$ cat src/rtl/reg_file_sb_pkg.sv
// Shared constants and types for the decode register file.
// Holds default sizes, the zero register and the legacy pause encoding.
package reg_file_sb_pkg;

    localparam int DATA_W_DEF = 32;
    localparam int ADDR_W_DEF = 5;
    localparam int NUM_RD_DEF = 2;
    localparam int PIPE_D_DEF = 3;
    localparam int CNT_W_DEF  = 32;

    // Architectural zero register index.
    localparam int REG_ZERO = 0;

    // Old two-port pause code, kept for blocks not yet on the hazard mask.
    typedef enum logic [1:0] {
        PAUSE_NONE = 2'b00,
        PAUSE_RS1  = 2'b01,
        PAUSE_RS2  = 2'b10,
        PAUSE_BOTH = 2'b11
    } pause_e;

    // Map a two-port hazard mask onto the legacy pause code.
    function automatic pause_e pause_from_hazard(input logic [1:0] hz);
        unique case (hz)
            2'b00:   return PAUSE_NONE;
            2'b01:   return PAUSE_RS1;
            2'b10:   return PAUSE_RS2;
            default: return PAUSE_BOTH;
        endcase
    endfunction

endpackage

$ cat src/rtl/reg_file_sb_if.sv
// Decode-side bus of the register file: reads, issue, flush, write-back.
// master drives requests, slave is the register file.
interface reg_file_sb_if
    import reg_file_sb_pkg::*;
#(
    parameter int DATA_W = DATA_W_DEF,
    parameter int ADDR_W = ADDR_W_DEF,
    parameter int NUM_RD = NUM_RD_DEF,
    parameter int CNT_W  = CNT_W_DEF
);

    logic [NUM_RD*ADDR_W-1:0] rd_addr;
    logic [NUM_RD*DATA_W-1:0] rd_data;
    logic [NUM_RD-1:0]        rd_hazard;
    logic                     issue_valid;
    logic                     issue_we;
    logic [ADDR_W-1:0]        issue_dst;
    logic                     stall;
    logic                     flush;
    logic                     wb_we;
    logic [ADDR_W-1:0]        wb_addr;
    logic [DATA_W-1:0]        wb_data;
    logic [CNT_W-1:0]         stall_cnt;

    modport master (
        output rd_addr, issue_valid, issue_we, issue_dst,
        output flush, wb_we, wb_addr, wb_data,
        input  rd_data, rd_hazard, stall, stall_cnt
    );

    modport slave (
        input  rd_addr, issue_valid, issue_we, issue_dst,
        input  flush, wb_we, wb_addr, wb_data,
        output rd_data, rd_hazard, stall, stall_cnt
    );

endinterface

$ cat src/rtl/reg_scoreboard.sv
// In-flight writer tracking: an age-ordered shift chain of destinations.
// A read port is hazarded while any valid entry holds its address.
module reg_scoreboard
    import reg_file_sb_pkg::*;
#(
    parameter int ADDR_W = ADDR_W_DEF,
    parameter int NUM_RD = NUM_RD_DEF,
    parameter int PIPE_D = PIPE_D_DEF
) (
    input  logic                     clk,
    input  logic                     rst,
    input  logic [NUM_RD*ADDR_W-1:0] rd_addr_i,
    input  logic                     issue_valid_i,
    input  logic                     issue_we_i,
    input  logic [ADDR_W-1:0]        issue_dst_i,
    input  logic                     stall_i,
    input  logic                     flush_i,
    output logic [NUM_RD-1:0]        hazard_o
);

    localparam logic [ADDR_W-1:0] ZERO = ADDR_W'(REG_ZERO);

    logic [PIPE_D-1:0] v_q;
    logic [PIPE_D-1:0] v_d;
    logic [ADDR_W-1:0] addr_q [PIPE_D];
    logic [ADDR_W-1:0] addr_d [PIPE_D];
    logic              ins;

    // Only real, accepted writers enter; stalled or flushed issues are bubbles.
    assign ins = issue_valid_i & issue_we_i & (issue_dst_i != ZERO)
               & ~stall_i & ~flush_i;

    // Next chain state: shift by one, flush drops every valid bit.
    always_comb begin
        v_d = '0;
        for (int k = 0; k < PIPE_D; k++) begin
            addr_d[k] = '0;
        end
        v_d[0]    = ins;
        addr_d[0] = ins ? issue_dst_i : '0;
        for (int k = 1; k < PIPE_D; k++) begin
            v_d[k]    = v_q[k-1] & ~flush_i;
            addr_d[k] = addr_q[k-1];
        end
    end

    // Chain registers.
    always_ff @(posedge clk) begin
        if (rst) begin
            v_q <= '0;
            for (int k = 0; k < PIPE_D; k++) begin
                addr_q[k] <= '0;
            end
        end else begin
            v_q    <= v_d;
            addr_q <= addr_d;
        end
    end

    // Per-port match against every valid entry; r0 never hazards.
    always_comb begin
        hazard_o = '0;
        for (int p = 0; p < NUM_RD; p++) begin
            for (int k = 0; k < PIPE_D; k++) begin
                if (rd_addr_i[p*ADDR_W +: ADDR_W] != ZERO && v_q[k] &&
                    addr_q[k] == rd_addr_i[p*ADDR_W +: ADDR_W]) begin
                    hazard_o[p] = 1'b1;
                end
            end
        end
    end

endmodule

$ cat src/rtl/reg_file_sb.sv
// Decode register file with write-back bypass and writer scoreboard.
// Raises per-port hazards, a decode stall and a saturating stall count.
module reg_file_sb
    import reg_file_sb_pkg::*;
#(
    parameter int DATA_W = DATA_W_DEF,
    parameter int ADDR_W = ADDR_W_DEF,
    parameter int NUM_RD = NUM_RD_DEF,
    parameter int PIPE_D = PIPE_D_DEF,
    parameter int CNT_W  = CNT_W_DEF
) (
    input  logic          clk,
    input  logic          rst,
    reg_file_sb_if.slave  bus
);

    localparam int                NREG    = 2**ADDR_W;
    localparam logic [ADDR_W-1:0] ZERO    = ADDR_W'(REG_ZERO);
    localparam logic [CNT_W-1:0]  CNT_MAX = '1;

    logic [DATA_W-1:0] regs_q [NREG];
    logic [DATA_W-1:0] rd_w   [NUM_RD];
    logic [NUM_RD*DATA_W-1:0] rd_bus;
    logic [NUM_RD-1:0] hazard;
    logic              stall;
    logic [CNT_W-1:0]  stall_cnt_q;
    logic [CNT_W-1:0]  stall_cnt_d;

    reg_scoreboard #(
        .ADDR_W (ADDR_W),
        .NUM_RD (NUM_RD),
        .PIPE_D (PIPE_D)
    ) u_sb (
        .clk           (clk),
        .rst           (rst),
        .rd_addr_i     (bus.rd_addr),
        .issue_valid_i (bus.issue_valid),
        .issue_we_i    (bus.issue_we),
        .issue_dst_i   (bus.issue_dst),
        .stall_i       (stall),
        .flush_i       (bus.flush),
        .hazard_o      (hazard)
    );

    assign stall         = bus.issue_valid & (|hazard);
    assign bus.stall     = stall;
    assign bus.rd_hazard = hazard;
    assign bus.stall_cnt = stall_cnt_q;
    assign bus.rd_data   = rd_bus;

    // Register array write; r0 writes are dropped, flush has no effect here.
    always_ff @(posedge clk) begin
        if (rst) begin
            for (int i = 0; i < NREG; i++) begin
                regs_q[i] <= '0;
            end
        end else if (bus.wb_we && bus.wb_addr != ZERO) begin
            regs_q[bus.wb_addr] <= bus.wb_data;
        end
    end

    // Read ports: zero register, then write-first bypass, then the array.
    for (genvar p = 0; p < NUM_RD; p++) begin : g_rd
        logic [ADDR_W-1:0] ra;
        logic              byp;
        assign ra  = bus.rd_addr[p*ADDR_W +: ADDR_W];
        assign byp = bus.wb_we && (bus.wb_addr == ra);
        assign rd_w[p] = (ra == ZERO) ? '0
                       : byp          ? bus.wb_data
                       :                regs_q[ra];
    end

    // Pack the per-port read data onto the bus.
    always_comb begin
        rd_bus = '0;
        for (int p = 0; p < NUM_RD; p++) begin
            rd_bus[p*DATA_W +: DATA_W] = rd_w[p];
        end
    end

    // Saturating stall count.
    always_comb begin
        stall_cnt_d = stall_cnt_q;
        if (stall && stall_cnt_q != CNT_MAX) begin
            stall_cnt_d = stall_cnt_q + CNT_W'(1);
        end
    end

    // Stall counter register.
    always_ff @(posedge clk) begin
        if (rst) begin
            stall_cnt_q <= '0;
        end else begin
            stall_cnt_q <= stall_cnt_d;
        end
    end

endmodule

$ cat src/flat_wrapper.sv
// flat-port wrapper written by rule: the top's interface ports become plain ports
module reg_file_sb_flat import reg_file_sb_pkg::*;
#(
    parameter int DATA_W = DATA_W_DEF,
    parameter int ADDR_W = ADDR_W_DEF,
    parameter int NUM_RD = NUM_RD_DEF,
    parameter int PIPE_D = PIPE_D_DEF,
    parameter int CNT_W  = CNT_W_DEF
)
  (clk, rst, bus_rd_addr, bus_issue_valid, bus_issue_we, bus_issue_dst, bus_flush, bus_wb_we, bus_wb_addr, bus_wb_data, bus_rd_data, bus_rd_hazard, bus_stall, bus_stall_cnt);
  reg_file_sb_if #(.DATA_W(DATA_W), .ADDR_W(ADDR_W), .NUM_RD(NUM_RD), .CNT_W(CNT_W)) bus_i ();
  input  logic clk;
  input  logic rst;
  input wire logic [$bits(bus_i.rd_addr)-1:0] bus_rd_addr;
  input wire logic [$bits(bus_i.issue_valid)-1:0] bus_issue_valid;
  input wire logic [$bits(bus_i.issue_we)-1:0] bus_issue_we;
  input wire logic [$bits(bus_i.issue_dst)-1:0] bus_issue_dst;
  input wire logic [$bits(bus_i.flush)-1:0] bus_flush;
  input wire logic [$bits(bus_i.wb_we)-1:0] bus_wb_we;
  input wire logic [$bits(bus_i.wb_addr)-1:0] bus_wb_addr;
  input wire logic [$bits(bus_i.wb_data)-1:0] bus_wb_data;
  output wire logic [$bits(bus_i.rd_data)-1:0] bus_rd_data;
  output wire logic [$bits(bus_i.rd_hazard)-1:0] bus_rd_hazard;
  output wire logic [$bits(bus_i.stall)-1:0] bus_stall;
  output wire logic [$bits(bus_i.stall_cnt)-1:0] bus_stall_cnt;
  assign bus_i.rd_addr = bus_rd_addr;
  assign bus_i.issue_valid = bus_issue_valid;
  assign bus_i.issue_we = bus_issue_we;
  assign bus_i.issue_dst = bus_issue_dst;
  assign bus_i.flush = bus_flush;
  assign bus_i.wb_we = bus_wb_we;
  assign bus_i.wb_addr = bus_wb_addr;
  assign bus_i.wb_data = bus_wb_data;
  assign bus_rd_data = bus_i.rd_data;
  assign bus_rd_hazard = bus_i.rd_hazard;
  assign bus_stall = bus_i.stall;
  assign bus_stall_cnt = bus_i.stall_cnt;
  reg_file_sb #(.DATA_W(DATA_W), .ADDR_W(ADDR_W), .NUM_RD(NUM_RD), .PIPE_D(PIPE_D), .CNT_W(CNT_W)) u_core (.clk(clk), .rst(rst), .bus(bus_i));
endmodule
$ cat config.mk
export PLATFORM = sky130hd
export DESIGN_NAME = reg_file_sb_flat
export DESIGN_NICKNAME = d
export VERILOG_FILES = /design/src/rtl/reg_file_sb_pkg.sv /design/src/rtl/reg_file_sb_if.sv /design/src/rtl/reg_scoreboard.sv /design/src/rtl/reg_file_sb.sv /design/src/flat_wrapper.sv
export SDC_FILE = /design/constraint.sdc
export NUM_CORES = 2
export LEC_CHECK = 0
export CORE_ASPECT_RATIO = 1.2
export CORE_MARGIN = 3
export CORE_UTILIZATION = 45
export DETAILED_ROUTE_END_ITERATION = 16
export GPL_TIMING_DRIVEN = 0
export REMOVE_ABC_BUFFERS = 1
export SLEW_MARGIN = 15
export SYNTH_ARGS = -nofsm -noshare
export SYNTH_HDL_FRONTEND = slang
export SYNTH_SLANG_ARGS = --single-unit
$ cat constraint.sdc
create_clock -name clk -period 3.3 [get_ports clk]
set_input_delay 0.66 -clock clk [delete_from_list [all_inputs] [get_ports clk]]
set_output_delay 0.66 -clock clk [all_outputs]
set_load 0.05 [all_outputs]
== Yosys cells after proc, flatten, opt, wreduce, memory -nomap -nowiden ==
Memory sizes are Yosys's and may differ from the RTL's.
Cells that the tools add are included.

* Register bits after elaboration: 50
* Bits in writable memories: 1024
* Input port bits: 58
* Output and inout port bits: 99
* Word-level logic and storage cells: 69
* Memories: 1

* Add/sub/neg operators: 1
* Eq/ne operators: 9
* Multiplexer cells: 18
* Bitwise operators: 10
* Reduce and logical (&&, ||, !) cells: 25

{| class="wikitable"
|+ Memory list
! memory !! depth !! bits a word !! rd ports !! clocked after Yosys merged registers in !! wr ports !! line !! text
|-
| u_core.regs_q || 32 || 32 || 2 || 0 || 32 || reg_file_sb.sv:21 || <nowiki>logic [DATA_W-1:0] regs_q [NREG];</nowiki>
|}

{| class="wikitable"
|+ Operators by type and width
! kind !! number
|-
| $mux W32 || 5
|-
| $eq A5 B5 Y1 || 8
|-
| $add A32 B1 Y32 const B || 1
|-
| $ne A32 B32 Y1 const B || 1
|-
| $reduce_or A32 Y1 || 1
|-
| $reduce_bool A5 Y1 || 4
|-
| $logic_and A1 B1 Y1 || 16
|-
| $mux W1 || 12
|-
| $logic_not A5 Y1 || 2
|-
| $and A1 B1 Y1 || 7
|-
| $mux W5 || 1
|-
| $reduce_or A2 Y1 || 2
|-
| $not A1 Y1 || 3
|}

== Logic depth before layout (Yosys ltp) ==
* Depth in word-level cells: 13
* Gate-level depth with buffers: 11

== Modules after synthesis ==
A second synthesis with hierarchy kept.

* Cells, all modules: 4010
* Area total of the unflattened synthesis: 57523.9 µm²

{| class="wikitable"
|+ Modules (own cells, without submodules)
! module !! instances !! cells each !! area each (µm²)
|-
| reg_file_sb || 1 || 3920 || 56644.3
|-
| reg_scoreboard || 1 || 90 || 879.6
|}

== Worst setup path after synthesis ==
Ideal clock, no wire load.

* Path type: input to output
* From: input port bus_rd_addr[1]
* To: output port bus_rd_data[16]
* Arrival: 3.045 ns
* Required time: 2.640 ns
* Slack: -0.405 ns
* Cell stages on the path: 9
* Buffers on the path: 6
* Cell sequence: clkbuf_2 -> buf_4 -> buf_2 -> buf_4 -> buf_2 -> buf_4 -> mux2i_1 -> mux4_2 -> a21oi_1

* Word-level cells in the longest chain between the ends: 4

{| class="wikitable"
|+ Ends and longest elaborated chain
! what !! line !! text
|-
| start: declaration || flat_wrapper.sv:14 || <nowiki>input wire logic [$bits(bus_i.rd_addr)-1:0] bus_rd_addr;</nowiki>
|-
| parallel branches: the longest is 3 deep, another holds $mem_v2 Z32 W32 || n/a ||
|-
| $mux W32 (*) || reg_file_sb.sv:68 || <nowiki>assign rd_w[p] = (ra == ZERO) ? '0</nowiki>
|-
| end: declaration || flat_wrapper.sv:22 || <nowiki>output wire logic [$bits(bus_i.rd_data)-1:0] bus_rd_data;</nowiki>
|}

Every way passes the cells marked *.

== Worst setup path in the final report ==
* From: input port bus_rd_addr[5]
* To: output port bus_rd_data[62]

Same word-level chain as after synthesis.

==> metrics.yaml <==
ys.flop_type: "edfxtp_1"
drt-pass1-iter-count: 5
synth.area.top_cells: "edfxtp_1 53%, mux4_2 23%, and2_1 11%"
yosys_register_bits: 1074
design_area_um2: 70800
worstMarginPinSlew_ns: 1.24
drt-total-wl_um: 216000
port_buffers: 156
rsz0062_at_grt: "true"
synth.distinct_cells: 53
setup_viol: 113
post_dp_cell_area_um2: 61900
nets: 4016
p_leak_nw: 24.5
syn_avg_cell_area_um2: 15.6
max_slew_margin_pct: 17.4
ctsRootBufferMaster: "clkbuf_16"
wl_per_cell_um: 37.8
pre_cts_ws_ns: -2.55
finalSetupTns_ns: -19.46
yosysWarnings: 0
total_power_mw: 34.3
worstPathCellList: "buf_16 -> buf_16 -> buf_12 -> buf_16 -> mux4_2 -> mux4_2 -> and3_4 -> a221o_1 -> buf_6"
violations: "negative setup slack"
clk_latency_ns: 0.72
fin_crit_sh_pct: 113
async_flop_share_pct: 0
critPathMaxStageDelay_ns: 0.54
via_count: 37726
hold_viol: 0
grt_max_degree: 71
status: "complete, but fails checks"
cpMostUsedCell: "buf_16"
drive_gt1_share_pct: 34.9
slew_violations: 0
cts_max_level: 3
cts_tree: "built"
synth_area_leader_cell: "edfxtp_1"
place_congestion: 0.849
dp.cells: 5237
synth.top_cell.area_share_pct: 53.4
synth_commonest_cells: "1024 x edfxtp_1, 997 x and2_1, 600 x mux4_2"
synth_edf_count: 1024
cts_made_buffers: 112
nFillCells: 9693
detail-route-antenna-nets: 0
irDropWorstVdd_mv: 0.397
start_util_pct: 45.4
dieArea_um2: 132000
die_x_um: 333
grt_first_pass_wirelength_um: 297000
synthToLayoutAreaGrowth_pct: 22.9
instances_no_fill: 5725
cp.required_ns: 2.64
maxCapViolCount: 0
postSynthCellCount: 3705
max_freq_mhz: 267
fin_ws_ns: -0.440
cp_slowest_cell: "mux4_2"
synth_most_common_cell: "edfxtp_1"
drtIter0Drc: 5190
fin_util_pct: 55.8
start_kind: "input pin"
place.detailed.hpwl_um: 107000
grt_pass1_vias: 37786
drc: 0
grtUsageTotal_pct: 32.2
via_per_inst: 6.59
ys_seq_area_share_pct: 55.1
crit_arrival_ns: 3.08
die_height_um: 398
fin_crit_ns: 3.74
rows: 143
syn_area_um2: 57600
multiInputGateArea_um2: 25600
clock_path_buffers: 3
grt_antenna_before_repair: 11
p_per_area_nw_per_um2: 484
clkTransAtPathRegs_ns: 0.06
io_pins: 157
core_area_um2: 127000
skew_ns: 0.0257
seqCellArea_um2: 31800
hold_path_class: "in2reg"
critPathKind: "in2out"
end_kind: "output port"
finalHoldWorstSlack_ns: 0.440
cp_max_fo: 8
cts.sinks: 1074
gr-total-overflow: 0
## routing by layer
layer | wire [um] | track usage (%) | share of wire [%] | vias to the layer above
met1 | 77000 | 40.7 | 36 | 19788
met3 | 22500 | 6.96 | 10 | 568
met4 | 12800 | 16.1 | 5.9 | 6
met2 | 104000 | 52.9 | 48 | 2463
li1 | - | - | - | 14901
met5 | 40 | 0 | 0.018 | -
## critical path: cells and delay by family
kind                   cells  cell delay [ns]
muxes                      2             1.04
buffers and inverters      5             0.77
AOI/OAI and AO/OA          1             0.37
and+or+nand+nor            1             0.19
## path summary, 6_finish.rpt
path / cells after the start / endpoint / startpoint / slack [ns]
worst max-delay path: 9 / bus_rd_data[62] / bus_rd_addr[5] / -0.44
worst min-delay path: 1 / u_core.regs_q[0][28] / rst / 0.44
worst max register to register: 7 / u_core.bus.stall_cnt[22] / u_core.bus.stall_cnt[0] / 0.56
worst min register to register: 2 / u_core.bus.stall_cnt[23] / u_core.bus.stall_cnt[23] / 0.50
## cell type report
| type | instances | share of cell area [%] |
|---|---|---|
| Timing Repair Buffer | 490 | 11.1 |
| Clock inverter | 67 | 0.797 |
| Sequential cell | 1074 | 44.8 |
| Multi-Input combinational cell | 2273 | 36.1 |
| Clock buffer | 140 | 4.13 |
| Antenna cell | 8 | 0.0283 |
| Tap cell | 1667 | 2.94 |
| Inverter | 6 | 0.0318 |
## sequential cells by signal, indices dropped and copies added, names as in the netlist
register and cells:
u_core.regs_q 1024, u_core.bus.stall_cnt 32, u_core.u_sb.addr_q 5, u_core.u_sb.v_q 3
u_core.u_sb.addr_d 10
## what timing repair did
item	CTS	global route
cloned	81	9
endpoints found under the setup margin	1055	201
setup buffers	128	72
hold buffers	0	0
pin swaps	90	50
gates resized for setup	735	93
## placed cells by master, fill, tap and decap left out, drive strengths merged, types with 14 or more instances in the layout
| master | instances |
|---|---|
| a211oi | 36 |
| a21oi | 55 |
| a221o | 47 |
| and2 | 998 |
| and3 | 51 |
| buf | 390 |
| bufbuf | 26 |
| clkbuf | 148 |
| clkdlybuf4s50 | 57 |
| clkinv | 53 |
| conb | 32 |
| dfxtp | 50 |
| edfxtp | 1024 |
| mux2i | 71 |
| mux4 | 600 |
| nand2 | 20 |
| nand3 | 21 |
| nand4 | 17 |
| nor2 | 68 |
| nor2b | 53 |
| nor4 | 14 |
| o21ai | 30 |
| or2 | 40 |
| or3 | 18 |
| xnor2 | 21 |
| xor2 | 21 |
## power by group
part           internal, mW  total, mW  switching (mW)
combinational          2.63       5.77            3.14
sequential             15.6       16.0           0.347
clock                  6.90       12.5            5.61
## cell families after synthesis
logic type                 after synthesis  synth area share [%]
AOI/OAI and AO/OA                      183                  2.24
xor gates and xnor gates                42                 0.638
other                                    1               0.00651
muxes                                  682                  24.9
DFF                                   1074                  55.1
adders and majority gates                1                0.0217
and+or+nand+nor                       1321                  14.0
buffers and inverters                  401                  3.07
(Power assumes the default switching activity.)
